$ cat src/rtl/pipe_ctrl.sv
// Pipeline control: stall vector, jump flush, fetch/MEM memory arbitration and
// stale-fetch discard tracking for the five-stage core.
module pipe_ctrl #(
    parameter int STALL_W = 6
) (
    input  logic               clk,
    input  logic               rst,
    input  logic               if_req,
    input  logic               mem_req,
    input  logic               mem_done,
    input  logic               id_load_use,
    input  logic               ex_jump,
    output logic [STALL_W-1:0] stall_state,
    output logic               jump_flag,
    output logic               grant_if,
    output logic               grant_mem,
    output logic               fetch_valid,
    output logic [1:0]         arb_state
);

    // Handshake: a grant holds until the controller's one-cycle mem_done pulse;
    // mem_done outside a granted transaction is ignored.
    typedef enum logic [1:0] {
        IDLE  = 2'd0,
        FETCH = 2'd1,
        MEMOP = 2'd2
    } arb_e;

    localparam logic [STALL_W-1:0] STALL_MEM   = STALL_W'(6'b011111);
    localparam logic [STALL_W-1:0] STALL_LOAD  = STALL_W'(6'b000111);
    localparam logic [STALL_W-1:0] STALL_FETCH = STALL_W'(6'b000011);

    arb_e state_q;
    logic discard_q;
    logic grant_if_q;
    logic grant_mem_q;

    logic mem_stall;
    logic fetch_stall;

    // A MEM op finishing this cycle releases the pipe in the same cycle.
    assign mem_stall   = mem_req && !((state_q == MEMOP) && mem_done);
    assign jump_flag   = ex_jump && !mem_stall;
    assign fetch_valid = (state_q == FETCH) && mem_done && !discard_q && !jump_flag;
    assign fetch_stall = if_req && !fetch_valid;

    always_comb begin
        stall_state = '0;
        if (mem_stall) begin
            stall_state = STALL_MEM;
        end else if (id_load_use) begin
            stall_state = STALL_LOAD;
        end else if (fetch_stall) begin
            stall_state = STALL_FETCH;
        end
    end

    always_ff @(posedge clk) begin
        if (rst) begin
            state_q     <= IDLE;
            discard_q   <= 1'b0;
            grant_if_q  <= 1'b0;
            grant_mem_q <= 1'b0;
        end else begin
            case (state_q)
                IDLE: begin
                    if (mem_req) begin
                        state_q     <= MEMOP;
                        grant_mem_q <= 1'b1;
                    end else if (if_req) begin
                        state_q    <= FETCH;
                        grant_if_q <= 1'b1;
                    end
                end
                FETCH: begin
                    // A jump coinciding with mem_done is killed via fetch_valid instead.
                    if (mem_done) begin
                        state_q    <= IDLE;
                        grant_if_q <= 1'b0;
                        discard_q  <= 1'b0;
                    end else if (jump_flag) begin
                        discard_q <= 1'b1;
                    end
                end
                MEMOP: begin
                    if (mem_done) begin
                        state_q     <= IDLE;
                        grant_mem_q <= 1'b0;
                    end
                end
                default: begin
                    state_q     <= IDLE;
                    grant_if_q  <= 1'b0;
                    grant_mem_q <= 1'b0;
                end
            endcase
        end
    end

    assign grant_if  = grant_if_q;
    assign grant_mem = grant_mem_q;
    assign arb_state = state_q;

endmodule

$ cat config.mk
export PLATFORM = sky130hd
export DESIGN_NAME = pipe_ctrl
export DESIGN_NICKNAME = d
export VERILOG_FILES = /design/src/rtl/pipe_ctrl.sv
export SDC_FILE = /design/constraint.sdc
export NUM_CORES = 1
export LEC_CHECK = 0
export BUFFER_PORTS_ARGS = -buffer_cell sky130_fd_sc_hd__buf_2
export CELL_PAD_IN_SITES_DETAIL_PLACEMENT = 1
export CELL_PAD_IN_SITES_GLOBAL_PLACEMENT = 1
export CORE_AREA = 5 5 42 44
export DETAILED_ROUTE_END_ITERATION = 8
export DIE_AREA = 0 0 47 49
export GPL_TIMING_DRIVEN = 0
export PLACE_DENSITY = 0.79
export SYNTH_ARGS = -nofsm -noshare
export SYNTH_HDL_FRONTEND = slang
export SYNTH_SLANG_ARGS = --single-unit
$ cat constraint.sdc
create_clock -name clk -period 2.1 [get_ports clk]
set_input_delay 0 -clock clk [delete_from_list [all_inputs] [get_ports clk]]
set_output_delay 0 -clock clk [all_outputs]
set_load 0.05 [all_outputs]
# Yosys cells after proc, flatten, opt, wreduce, memory -nomap -nowiden

Index checks and enable logic that the tools add are counted.

Register bits after elaboration: 5

Multiplexer cells: 15
Eq/ne operators: 9
Reductions and logical operators: 19
Bitwise gates (word level): 2

Operator list:

| operator           | count |
|---|---|
| $ne 2x2->1 const B | 5 |
| $mux 2             | 4 |
| $logic_and 1x1->1  | 7 |
| $mux 1             | 6 |
| $pmux 1 s3         | 2 |
| $logic_not 1->1    | 5 |
| $mux 5             | 1 |
| $pmux 2 s2         | 1 |
| $reduce_and 2->1   | 2 |
| $reduce_and 4->1   | 1 |
| $mux 3             | 1 |
| $ne 3x3->1 const B | 1 |
| $reduce_and 3->1   | 1 |
| $eq 2x1->1 const B | 1 |
| $eq 2x2->1 const B | 1 |
| $logic_not 2->1    | 1 |
| $ne 2x1->1 const B | 1 |
| $not 1->1          | 2 |
| $reduce_bool 2->1  | 1 |
| $reduce_or 2->1    | 1 |

# Longest topological paths before layout

Gate-level depths: netlist (run 1).

Depth in word-level cells: 13
Mapped depth: 6
Gate-level depth less buffers: 5

# Least setup slack after synthesis (run 1)

OpenSTA, ideal clock, no wires.

Path type: flip-flop to output port
From: register state_q[0], in the netlist arb_state[0]
To: output stall_state[1]
Path buffers: 1
Slack: -1.292 ns
Stages on the path, launching flop included: 7
Required time: 2.100 ns
Arrival time: 3.392 ns
Cells stage by stage: dfxtp_1 -> inv_1 -> ha_1 -> nand2b_1 -> a2111oi_2 -> o21bai_1 -> buf_4

Word-level cells in the longest chain between the ends: 13
Elaborated cells on any way between the ends: 16

Ends and longest elaborated chain:

| item                   | RTL line | RTL |
|---|---|---|
| start, declared        | 33       | `arb_e state_q;` |
| start signal, assigned | 60       | `state_q <= IDLE;` |
| start signal, assigned | 68       | `state_q <= MEMOP;` |
| start signal, assigned | 71       | `state_q <= FETCH;` |
| $eq 2x2->1             | 42       | `assign mem_stall = mem_req && !((state_q == MEMOP) && mem_done);` |
| $logic_and 1x1->1      | 42       |  |
| $logic_not 1->1        | 42       |  |
| $logic_and 1x1->1      | 42       |  |
| $logic_not 1->1        | 43       | `assign jump_flag = ex_jump && !mem_stall;` |
| $logic_and 1x1->1      | 43       |  |
| $logic_not 1->1        | 44       | `assign fetch_valid = (state_q == FETCH) && mem_done && !discard_q && !jump_flag;` |
| $logic_and 1x1->1 (*)  | 44       |  |
| via fetch_valid        | 17       | `output logic fetch_valid,` |
| $logic_not 1->1 (*)    | 45       | `assign fetch_stall = if_req && !fetch_valid;` |
| $logic_and 1x1->1 (*)  | 45       |  |
| $mux 2 (*)             | 53       | `end else if (fetch_stall) begin` |
| $mux 3 (*)             | 51       | `end else if (id_load_use) begin` |
| $mux 5 (*)             | 49       | `if (mem_stall) begin` |
| end, declared          | 13       | `output logic [STALL_W-1:0] stall_state,` |

The timed path passes the listed nets; every way through them passes the cells marked *.

# Worst setup path in the final report (run 1)

From: register state_q[0], in the netlist arb_state[0]
To: output stall_state[1]

Word-level cells in the longest chain between the ends: 13
Elaborated cells on any way between the ends: 16

Ends and longest elaborated chain:

| item                  | RTL line | RTL |
|---|---|---|
| $eq 2x2->1 (*)        | 42       |  |
| $logic_and 1x1->1 (*) | 42       |  |
| $logic_not 1->1 (*)   | 42       |  |
| $logic_and 1x1->1 (*) | 42       |  |
| via mem_stall         | 38       | `logic mem_stall;` |
| $logic_not 1->1       | 43       |  |
| $logic_and 1x1->1     | 43       |  |
| $logic_not 1->1       | 44       |  |
| $logic_and 1x1->1     | 44       |  |
| $logic_not 1->1       | 45       |  |
| $logic_and 1x1->1     | 45       |  |
| $mux 2                | 53       |  |
| $mux 3                | 51       |  |
| $mux 5 (*)            | 49       |  |

Marks and branches as above.

==> results of run 1 <==
[cells by family after synthesis]
family          after synthesis  synth area share [%]
compound gates               14                 30.42
fa+ha+maj                     3                 10.49
buf+inv                      11                 15.73
flops                         5                 27.97
other cells                   1                 1.048
simple gates                  9                 14.33
[power by group]
part	switching (W)	internal, W	leakage [nW]	total (W)
sequential	0.00000938	0.000105	0.0424	0.000115
clock	0.0000393	0.0000718	0.0150	0.000111
combinational	0.000118	0.0000592	0.195	0.000177
[flip-flops by register name, indices dropped and copies added (netlist names)]
| signal | flops |
|---|---|
| arb_state | 2 |
| discard_q | 1 |
| grant_if | 1 |
| grant_mem | 1 |
[area by class of cell]
type,count,area [um2]
fill,174,822.0
multi-input combinational,27,257.7
sequential,5,107.6
timing repair buffer,19,105.1
buffer,4,33.78
inverter,7,28.78
clock buffer,4,26.28
tap,16,20.02
[worst min path at each step]
| stage | end | slack (ns) | cells after the start |
|---|---|---|---|
| 2_1_floorplan | arb_state[1] | 0.06 | 1 |
| 3_3_place_gp | arb_state[1] | 0.22 | 2 |
| 3_5_place_dp | arb_state[1] | 0.22 | 2 |
| 4_1_cts | arb_state[0] | 0.09 | 3 |
| 5_1_grt | arb_state[1] | 0.11 | 3 |
| 6_report | arb_state[1] | 0.11 | 3 |
[cell usage in the layout (no fill, tap or decap), types with 2 or more instances in the layout]
cell and instances:
sky130_fd_sc_hd__a211oi_1 5, sky130_fd_sc_hd__a21oi_1 2, sky130_fd_sc_hd__a31oi_1 2, sky130_fd_sc_hd__buf_2 17, sky130_fd_sc_hd__buf_4 3, sky130_fd_sc_hd__clkbuf_4 3, sky130_fd_sc_hd__dfxtp_1 3, sky130_fd_sc_hd__dfxtp_4 2
sky130_fd_sc_hd__dlygate4sd3_1 2, sky130_fd_sc_hd__ha_4 2, sky130_fd_sc_hd__inv_1 5, sky130_fd_sc_hd__nand2b_1 3
[repair_timing]
item,4_1_cts,5_1_grt
resized for setup,0,0
endpoints found under the hold margin,5,0
hold buffers,2,0
[cell usage after synthesis (all sizes together) (2+ instances only)]
cell type,instances
nand2b,4
buf,4
dfxtp,5
a211oi,5
inv,7
ha,3
a31oi,2
a21oi,2
[per-layer routing]
metal	up-vias	GRT usage, %	routed length [um]
met1	172	10.28	378
met3	0	5.904	84
met4	0	2.765	0
li1	190	-	-
met2	12	17.19	529
met5	-	0	0
[per-stage QoR]
stage	hold WS [ns]	setup TNS, ns	power (W)	area (um2)
after detailed placement	0.2200	0	0.0002912	533.0
final	0.1094	0	0.0004025	579.3
after global placement	0.2249	0	0.0002886	533.0
after CTS	0.08983	0	0.0004096	579.3
after global routing	0.1130	0	0.0004328	579.3
after floorplan	0.05936	-0.02354	0.0002516	427.9
[critical path: stages, from the launching register on]
cell                       delay (ns)
sky130_fd_sc_hd__dfxtp_4         0.38
sky130_fd_sc_hd__inv_4           0.05
sky130_fd_sc_hd__ha_4            0.17
sky130_fd_sc_hd__a21boi_0        0.41
sky130_fd_sc_hd__or2_2           0.21
sky130_fd_sc_hd__o21bai_4        0.12
sky130_fd_sc_hd__buf_6           0.10
sky130_fd_sc_hd__buf_2           0.25
==> results.md, run 1 <==
| Item | This run |
|:---|:---|
| Antenna violations before repair | 0 |
| Startpoint of the worst hold path | mem_req |
| CTS buffer count | 3 |
| Worst Path Max Fanout | 6 |
| Max-capacitance violation count | 0 |
| Total congestion overflow after global routing | 0 |
| Largest net degree at the start of global routing | 7 |
| Number of buffers on the longest clock path | 2 |
| Required time of the critical path | 2.10 ns |
| Result of the run | finished, final reports clean |
| Boundary pin count | 19 |
| Vias per std cell | 4.561 |
| Proportion of synthesized flip-flops having asynchronous set or reset | 0% |
| Final WL | 992 um |
| Critical path launch point type | flop |
| Routed wirelength normalized by instance count | 12.10 um |
| Number of clock sinks | 5 |
| CTS tree | built |
| Top achievable clock speed | 520.6 MHz |
| Routability-driven placement congestion ratio | 0.6944 |
| Die footprint | 2303 um2 |
| Core Region | 1401 um2 |
| Cell area power density | 694.8 nW/um2 |
| Slew HR | 66.66% |
| Post-synth net total | 53 |
| Detailed placement HPWL | 824.7 um |
| Setup repair after global routing missed its margin | false |
| Final layout net count | 77 |
| Final worst slack | 0.1790 ns |
| Portion of synthesized cell area occupied by the leading cell type | 27.97% |
| Post-synth top flop | sky130_fd_sc_hd__dfxtp_1 |
| Synthesis Warnings | 0 |
| Crit share post-route | 91.48% |
| Largest cells by area after synthesis | sky130_fd_sc_hd__dfxtp_1 28%, sky130_fd_sc_hd__a211oi_1 10%, sky130_fd_sc_hd__ha_1 10% |
| Number of failing setup endpoints in the final timing report | 0 |
| Effective utilization at floorplan | 25.54% |
| Via total after detailed routing | 374 |
| Area overhead of the layout relative to synthesis | 61.89% |
| Die width | 47 um |
| Fraction of layout instances using a drive strength above 1 | 51.52% |
| Leakage power summed over all cells | 0.2520 nW |
| Count of different cell masters after synthesis | 20 |
| Vias in the first global route | 391 |
| Number of flip-flops and latches in the synthesized netlist | 5 |
| Count of flip-flops with a built-in enable after synthesis | 0 |
| Count of final hold-check violations | 0 |
| Portion of the post-synthesis area used by sequential elements | 27.97% |
| Start-to-end type of the worst setup path | flop to output pin |
| Type of destination of the critical path | output pin |
| Worst R2R End | grant_if |
| Number of core rows | 14 |
| Count of buffers from port buffering | 17 |
| Initial DRC count | 1 |
| Cell count of the worst reg-to-reg path | 4 |
| Source of the critical timing path | arb_state[0] |
| Number of antenna-violating nets in the routed design | 0 |
| Die boundary height | 49 um |
| Path class of the lowest-slack min-delay path | input port to flop |
| Root buffer selected by CTS | sky130_fd_sc_hd__clkbuf_4 |
| Placed instance count | 76 |
| Antenna Cells | 0 |
| Leading area contributor after synthesis | sky130_fd_sc_hd__dfxtp_1 |
| R2R setup slack | 0.74 ns |
| Final clock skew | 0.005138 ns |
| Worst Tran Pin Value | 0.4956 ns |
| Wire length of the first global-routing pass | 1.690 mm |
| Post-placement setup slack | 0.4517 ns |
| Number of remaining DRC errors | 0 |
| Number of instances in the synthesized netlist | 43 |
| CTS H-tree lvls | 1 |
| Total standard cell area after synthesis | 357.8 um2 |
| Arrival time at the worst endpoint | 1.92 ns |
| Clock latency reported for the late side of the worst-skew pair | 0.24 ns |
| Number of pins with negative max-slew slack in the final report | 0 |
| Count of buffers added by post-CTS timing repair for setup | 0 |
| Finished Core Util | 41.34% |
| Capturing instance or port of the critical path | stall_state[1] |
| Worst reg2reg path startpoint | arb_state[1] |
| Final min period | 1.921 ns |
| CTS clk-pin slew, worst paths | 0.04 ns |
| Worst IR drop on VDD | 0.3260 mV |
| Cell Count, Final, Fillers Out | 82 |
| Total GRT Usage | 10.20% |
| First-pass detailed-route iteration total | 2 |
| Mean Syn Cell Area | 8.322 um2 |
No activity file was read; power rests on OpenSTA's default activity.
==> run 2: changes to the inputs <==
clock period = 2.4 ns   (was 2.1 ns; I/O delays follow)
==> run 2 against run 1 <==
  * Clock power down 9%
  * Routed wire length fell by 2.9%
  * Clock skew up 0.0053 ns
  * Cell area down 7.8%
  * Flip-flop and latch count is the same
  * Sequential share of layout area is 0.40 points higher
  * Non-clock buffer count unchanged
  * Count of clock-buffer cells in the layout stayed put
  * Largest cell class unchanged
  * Highest routed layer is now met4
==> results.md, run 2 (synthesis results as in run 1) <==
| Item | This run | Delta |
|:---|:---|:---|
| Result of the run | finished, final reports clean |  |
| Path class of the lowest-slack min-delay path | input port to flop |  |
| Die footprint | 2303 um2 | unchanged |
| Sum of negative setup slack | 0 ns | unchanged |
| Final worst slack | 0.4747 ns | +0.2957 ns |
| First-pass detailed-route iteration total | 2 | unchanged |
| Placed instance count | 76 | unchanged |
| Effective utilization at floorplan | 25.54% | unchanged |
| Number of remaining DRC errors | 0 | unchanged |
| Count of buffers added by post-CTS timing repair for setup | 0 | unchanged |
| CTS clk-pin slew, worst paths | 0.04 ns | about the same |
| Crit share post-route | 80.22% |  |
| Antenna Cells | 0 | unchanged |
| Leakage power summed over all cells | 0.2448 nW | -2.9% |
| Delay contributed by the slowest stage of the critical path | 0.36 ns | -0.05 ns |
| Area overhead of the layout relative to synthesis | 49.30% |  |
| Number of buffers on the longest clock path | 2 | unchanged |
| Cell count of the worst reg-to-reg path | 4 | unchanged |
| Worst reg2reg path startpoint | arb_state[1] |  |
| CTS buffer count | 3 | unchanged |
| Final WL | 963 um | -2.9% |
| Die boundary height | 49 um | unchanged |
| Worst IR drop on VDD | 0.2609 mV | -20% |
| Number of clock sinks | 5 | unchanged |
| Wire length of the first global-routing pass | 1.656 mm | -2.0% |
| CP max-delay cell | sky130_fd_sc_hd__a21boi_0 |  |
| Count of final hold-check violations | 0 | unchanged |
| Capturing instance or port of the critical path | stall_state[1] |  |
| Setup repair after global routing missed its margin | false |  |
| Die width | 47 um | unchanged |
| Cell area power density | 643.4 nW/um2 | -7.4% |
| Antenna violations before repair | 0 | unchanged |
| Boundary pin count | 19 | unchanged |
| Most frequent cells in the layout | 17 x sky130_fd_sc_hd__buf_2, 6 x sky130_fd_sc_hd__inv_1, 5 x sky130_fd_sc_hd__a211oi_1 |  |
| Top achievable clock speed | 519.4 MHz |  |
| Total GRT Usage | 10.63% | +0.44 points |
| Series of cell instances along the critical path | inv_1 -> ha_1 -> a21boi_0 -> or2_2 -> o21bai_4 -> buf_4 -> buf_2 |  |
| Power Total | 0.0003437 W | -15% |
| Final min period | 1.925 ns |  |
| Max-capacitance violation count | 0 | unchanged |
| Most common library cell in the layout ignoring fill and taps | sky130_fd_sc_hd__buf_2 |  |
| Number of antenna-violating nets in the routed design | 0 | unchanged |
| Count of buffers from port buffering | 17 | unchanged |
| Hold Path Depth | 3 | unchanged |
| Routability-driven placement congestion ratio | 0.7360 | +6.0% |
| Start-to-end type of the worst setup path | flop to output pin |  |
| Number of failing setup endpoints in the final timing report | 0 | unchanged |
| Number of core rows | 14 | unchanged |
| Worst R2R End | grant_if |  |
| Largest net degree at the start of global routing | 7 | unchanged |
| Via total after detailed routing | 380 | +1.6% |
| Vias in the first global route | 387 | -1.0% |
| Final layout net count | 77 | unchanged |
| Clock latency reported for the late side of the worst-skew pair | 0.25 ns | about the same |
| Routed wirelength normalized by instance count | 11.74 um | -2.9% |
| CTS tree | built |  |
| Max FFs per register | 2 | unchanged |
| Core Region | 1401 um2 | unchanged |
| Post-placement setup slack | 0.6895 ns | +0.2377 ns |
| Fraction of layout instances using a drive strength above 1 | 43.94% | -7.6 points |
| Critical path launch point type | flop |  |
| Root buffer selected by CTS | sky130_fd_sc_hd__clkbuf_4 |  |
| Arrival time at the worst endpoint | 1.93 ns | about the same |
| Cell Count, Final, Fillers Out | 82 | unchanged |
| Initial DRC count | 3 | +2 |
| Number of pins with negative max-slew slack in the final report | 0 | unchanged |
| Detailed placement HPWL | 807.4 um | -2.1% |
| Vias per std cell | 4.634 | +1.6% |
| Required time of the critical path | 2.40 ns | +0.30 ns |
| Total congestion overflow after global routing | 0 | unchanged |
| CTS H-tree lvls | 1 | unchanged |
| Final clock skew | 0.01041 ns | +0.005276 ns |
| R2R setup slack | 1.00 ns | +0.26 ns |
| Type of destination of the critical path | output pin |  |
| Source of the critical timing path | arb_state[0] |  |
| Worst Path Max Fanout | 6 | unchanged |
-- run 2: cell counts in the layout (fill, tap and decap cells not counted) --
Identical to the previous run, type by type.
-- run 2: where the power goes --
part	internal (W)	switching [W]	total, W
sequential	0.0000918	0.00000541	0.0000972
clock	0.0000631	0.0000383	0.000101
combinational	0.0000453	0.0000999	0.000145
-- run 2: stage by stage --
stage / util (%) / cell area, um2 / hold slack, ns
3_3_place_gp: 34.82 / 488.0 / 0.2362
4_1_cts: 38.13 / 534.3 / 0.08969
3_5_place_dp: 34.82 / 488.0 / 0.2399
5_1_grt: 38.13 / 534.3 / 0.1112
2_1_floorplan: - / 382.9 / 0.06532
6_report: 38.13 / 534.3 / 0.09316
-- run 2: routing by layer --
layer  share of wire, %  up-vias  routed length, um  GRT usage (%)
met5                  0        -                  0              0
met4                5.9        0                 57          12.44
met3                5.0        4                 48          1.107
met2                 46       12                443          14.71
li1                   -      191                  -              -
met1                 43      173                413          12.31
-- run 2: area by class of cell --
type                       instances  area, um2
multi-input combinational         27      225.2
inverter                           7      26.28
tap                               16      20.02
fill                             181      867.1
buffer                             4      30.03
timing repair buffer              19      105.1
sequential                         5      101.3
clock buffer                       4      26.28
-- run 2: timing repair --
action / CTS / global route
setup endpoints to repair: 0 / 0
hold endpoints to repair: 5 / 0
resized for setup: 0 / 0
hold buffers: 2 / 0
-- run 2: critical path, delay by kind of cell, from the launching register on --
kind                     cells  cell delay (ns)
AO/OA/AOI/OAI                2             0.47
adder cells (fa/ha/maj)      1             0.26
buffers and inverters        3             0.41
flip-flops                   1             0.34
AND/OR/NAND/NOR              1             0.19
-- run 2: worst min path at each step --
stage	startpoint	endpoint	slack [ns]
2_1_floorplan	rst	arb_state[0]	0.07
3_3_place_gp	rst	arb_state[0]	0.24
3_5_place_dp	rst	arb_state[0]	0.24
4_1_cts	mem_req	arb_state[1]	0.09
5_1_grt	mem_req	arb_state[1]	0.11
6_report	mem_req	arb_state[1]	0.09
==> run 3: changes to the inputs <==
clock period = 2 ns   (was 2.4 ns; I/O delays follow)
==> run 3 against run 2 <==
  * Clock skew down 0.0053 ns
  * Final cell count unchanged
  * Power up 23%
  * Routed wire length up 3.2%
  * Hold slack better by 0.016 ns
  * Non-clock buffer count unchanged
  * Global-route usage down 0.44 points
  * Cell area up 8.4%
  * Clock power up 16%
  * Utilization up 3.2 points
  * Via count down 1.3%
==> results.md, run 3 (synthesis results as in run 1) <==
| Item | This run | Delta |
|:---|:---|:---|
| Number of failing setup endpoints in the final timing report | 0 | unchanged |
| Effective utilization at floorplan | 25.54% | unchanged |
| Number of remaining DRC errors | 0 | unchanged |
| Number of pins with negative max-slew slack in the final report | 0 | unchanged |
| Antenna Cells | 0 | unchanged |
| Final min period | 1.804 ns |  |
| Number of buffers on the longest clock path | 2 | unchanged |
| CTS H-tree lvls | 1 | unchanged |
| Root buffer selected by CTS | sky130_fd_sc_hd__clkbuf_4 |  |
| Clock latency reported for the late side of the worst-skew pair | 0.24 ns | about the same |
| Initial DRC count | 1 | -2 |
| Post-placement setup slack | 0.3517 ns | -0.3377 ns |
| Required time of the critical path | 2.00 ns | -0.40 ns |
| Hold Crit Endpoint | arb_state[1] |  |
| CTS clk-pin slew, worst paths | 0.04 ns | about the same |
| Filler Cells Inserted | 174 | -3.9% |
| Max FFs per register | 2 | unchanged |
| Hold Path Depth | 3 | unchanged |
| Antenna violations before repair | 0 | unchanged |
| Type of destination of the critical path | output pin |  |
| Count of final hold-check violations | 0 | unchanged |
| Total congestion overflow after global routing | 0 | unchanged |
| Fraction of layout instances using a drive strength above 1 | 51.52% | +7.6 points |
| Final clock skew | 0.005138 ns | -0.005276 ns |
| Setup repair after global routing missed its margin | false |  |
| Fraction of met3 tracks used by global routing | 5.904% | +4.8 points |
| Total GRT Usage | 10.20% | -0.44 points |
| Leakage power summed over all cells | 0.2526 nW | +3.2% |
| Die width | 47 um | unchanged |
| Max-capacitance violation count | 0 | unchanged |
| Relative contribution of sequential cells to total power | 28.4% | about the same |
| Cell count of the worst reg-to-reg path | 4 | unchanged |
| Boundary pin count | 19 | unchanged |
| Delay contributed by the slowest stage of the critical path | 0.39 ns | +0.03 ns |
| Switching component of the power | 0.0001748 W | +22% |
| Die boundary height | 49 um | unchanged |
| Vias per std cell | 4.573 | -1.3% |
| Count of buffers from port buffering | 17 | unchanged |
| CP max-delay cell | sky130_fd_sc_hd__a2111oi_4 |  |
| Path class of the lowest-slack min-delay path | input port to flop |  |
| Worst R2R End | grant_if |  |
| Number of core rows | 14 | unchanged |
| Result of the run | finished, final reports clean |  |
| Final WL | 994 um | +3.2% |
| Combinational power share | 44.0% | +1.8 points |
| Routed wirelength normalized by instance count | 12.12 um | +3.2% |
| Vias in the first global route | 391 | +1.0% |
| Source of the critical timing path | arb_state[1] |  |
| Number of clock sinks | 5 | unchanged |
| Core Region | 1401 um2 | unchanged |
| First-pass detailed-route iteration total | 2 | unchanged |
| Final worst slack | 0.1964 ns | -0.2783 ns |
| Most common library cell in the layout ignoring fill and taps | sky130_fd_sc_hd__buf_2 |  |
| Largest net degree at the start of global routing | 7 | unchanged |
| Count of buffers added by post-CTS timing repair for setup | 0 | unchanged |
| Via total after detailed routing | 375 | -1.3% |
| Arrival time at the worst endpoint | 1.80 ns | -0.13 ns |
| Wire length of the first global-routing pass | 1.690 mm | +2.1% |
| Routability-driven placement congestion ratio | 0.6944 | -5.7% |
| Crit share post-route | 90.18% |  |
| Startpoint of the worst hold path | mem_req |  |
| Number of antenna-violating nets in the routed design | 0 | unchanged |
| Library cell appearing most often on the critical path | sky130_fd_sc_hd__inv_1 |  |
| Area overhead of the layout relative to synthesis | 61.89% |  |
| Sum of negative setup slack | 0 ns | unchanged |
| Worst IR drop on VDD | 0.3423 mV | +31% |
| Top achievable clock speed | 554.4 MHz |  |
| Die footprint | 2303 um2 | unchanged |
| Worst reg2reg path startpoint | arb_state[1] |  |
| Met1 routing resource usage after global routing | 10.28% | -2.0 points |
| Proportion of power drawn by the clock network | 27.6% | -1.9 points |
| R2R setup slack | 0.64 ns | -0.36 ns |
| Most frequent cells in the layout | 17 x sky130_fd_sc_hd__buf_2, 5 x sky130_fd_sc_hd__inv_1, 5 x sky130_fd_sc_hd__a211oi_1 |  |
| Net Sw Frac | 41.33% | -0.43 points |
| CTS tree | built |  |
| Met2 routing resource usage after global routing | 17.19% | +2.5 points |
| Series of cell instances along the critical path | inv_1 -> ha_4 -> inv_1 -> a2111oi_4 -> o21bai_4 -> buf_6 -> buf_2 |  |
| Cell area power density | 730.2 nW/um2 | +13% |
| Worst Path Max Fanout | 6 | unchanged |
| Critical path launch point type | flop |  |
| Internal power of the cells | 0.0002482 W | +24% |
| Detailed placement HPWL | 824.7 um | +2.1% |
| Global-route layer with the greatest usage | met2 |  |
| Final layout net count | 77 | unchanged |
| Start-to-end type of the worst setup path | flop to output pin |  |
| CTS buffer count | 3 | unchanged |
| Finished Core Util | 41.34% | +3.2 points |
-- run 3: cell type report --
cell class | count | area (um2) | share of cell area, %
inverters | 7 | 28.78 | 4.968
multi-input cells | 27 | 257.7 | 44.49
well taps | 16 | 20.02 | 3.456
flip-flops and latches | 5 | 107.6 | 18.57
repair buffers | 19 | 105.1 | 18.14
clock buffers | 4 | 26.28 | 4.536
plain buffers | 4 | 33.78 | 5.832
-- run 3: timing repair --
action | in CTS | in global routing
gates resized for setup | 0 | 1
hold buffers | 2 | 0
endpoints found under the setup margin | 0 | 1
hold endpoints to repair | 5 | 0
-- run 3: worst max-delay path, delay by kind of cell (launching register included) --
kind                       cells  cell delay, ns
AOI/OAI and AO/OA              2            0.50
adders and majority gates      1            0.18
buffers and inverters          4            0.53
DFF                            1            0.35
-- run 3: per-layer routing --
metal	vias up	wire, um
li1	190	-
met1	173	379
met2	12	530
met3	0	84
met4	0	0
met5	-	0
-- run 3: per-stage QoR --
| stage | cells | hold WS, ns | power (W) | cell area [um2] |
|---|---|---|---|---|
| after floorplan | 43 | 0.05936 | 0.0002642 | 427.9 |
| after global placement | 76 | 0.2249 | 0.0003030 | 533.0 |
| after detailed placement | 76 | 0.2200 | 0.0003057 | 533.0 |
| after CTS | 82 | 0.08983 | 0.0004301 | 579.3 |
| after global routing | 82 | 0.1131 | 0.0004548 | 579.3 |
| final | 82 | 0.1093 | 0.0004230 | 579.3 |
-- run 3: power groups by stage --
| stage | sequential [W] | combinational [W] | clock [W] |
|---|---|---|---|
| after CTS | 0.000121 | 0.000187 | 0.000122 |
| final | 0.000120 | 0.000186 | 0.000117 |
| after detailed placement | 0.000122 | 0.000183 | 0 |
| after global placement | 0.000122 | 0.000181 | 0 |
| after global routing | 0.000122 | 0.000200 | 0.000133 |
| after floorplan | 0.000153 | 0.000112 | 0 |
-- run 3: worst max path at each step --
stage / endpoint / slack [ns] / cells after the start
floorplan: stall_state[1] / -0.12 / 6
global placement: stall_state[1] / 0.37 / 7
detailed placement: stall_state[1] / 0.35 / 7
CTS: stall_state[1] / 0.08 / 7
global route: stall_state[1] / 0.07 / 7
finish: stall_state[1] / 0.20 / 7
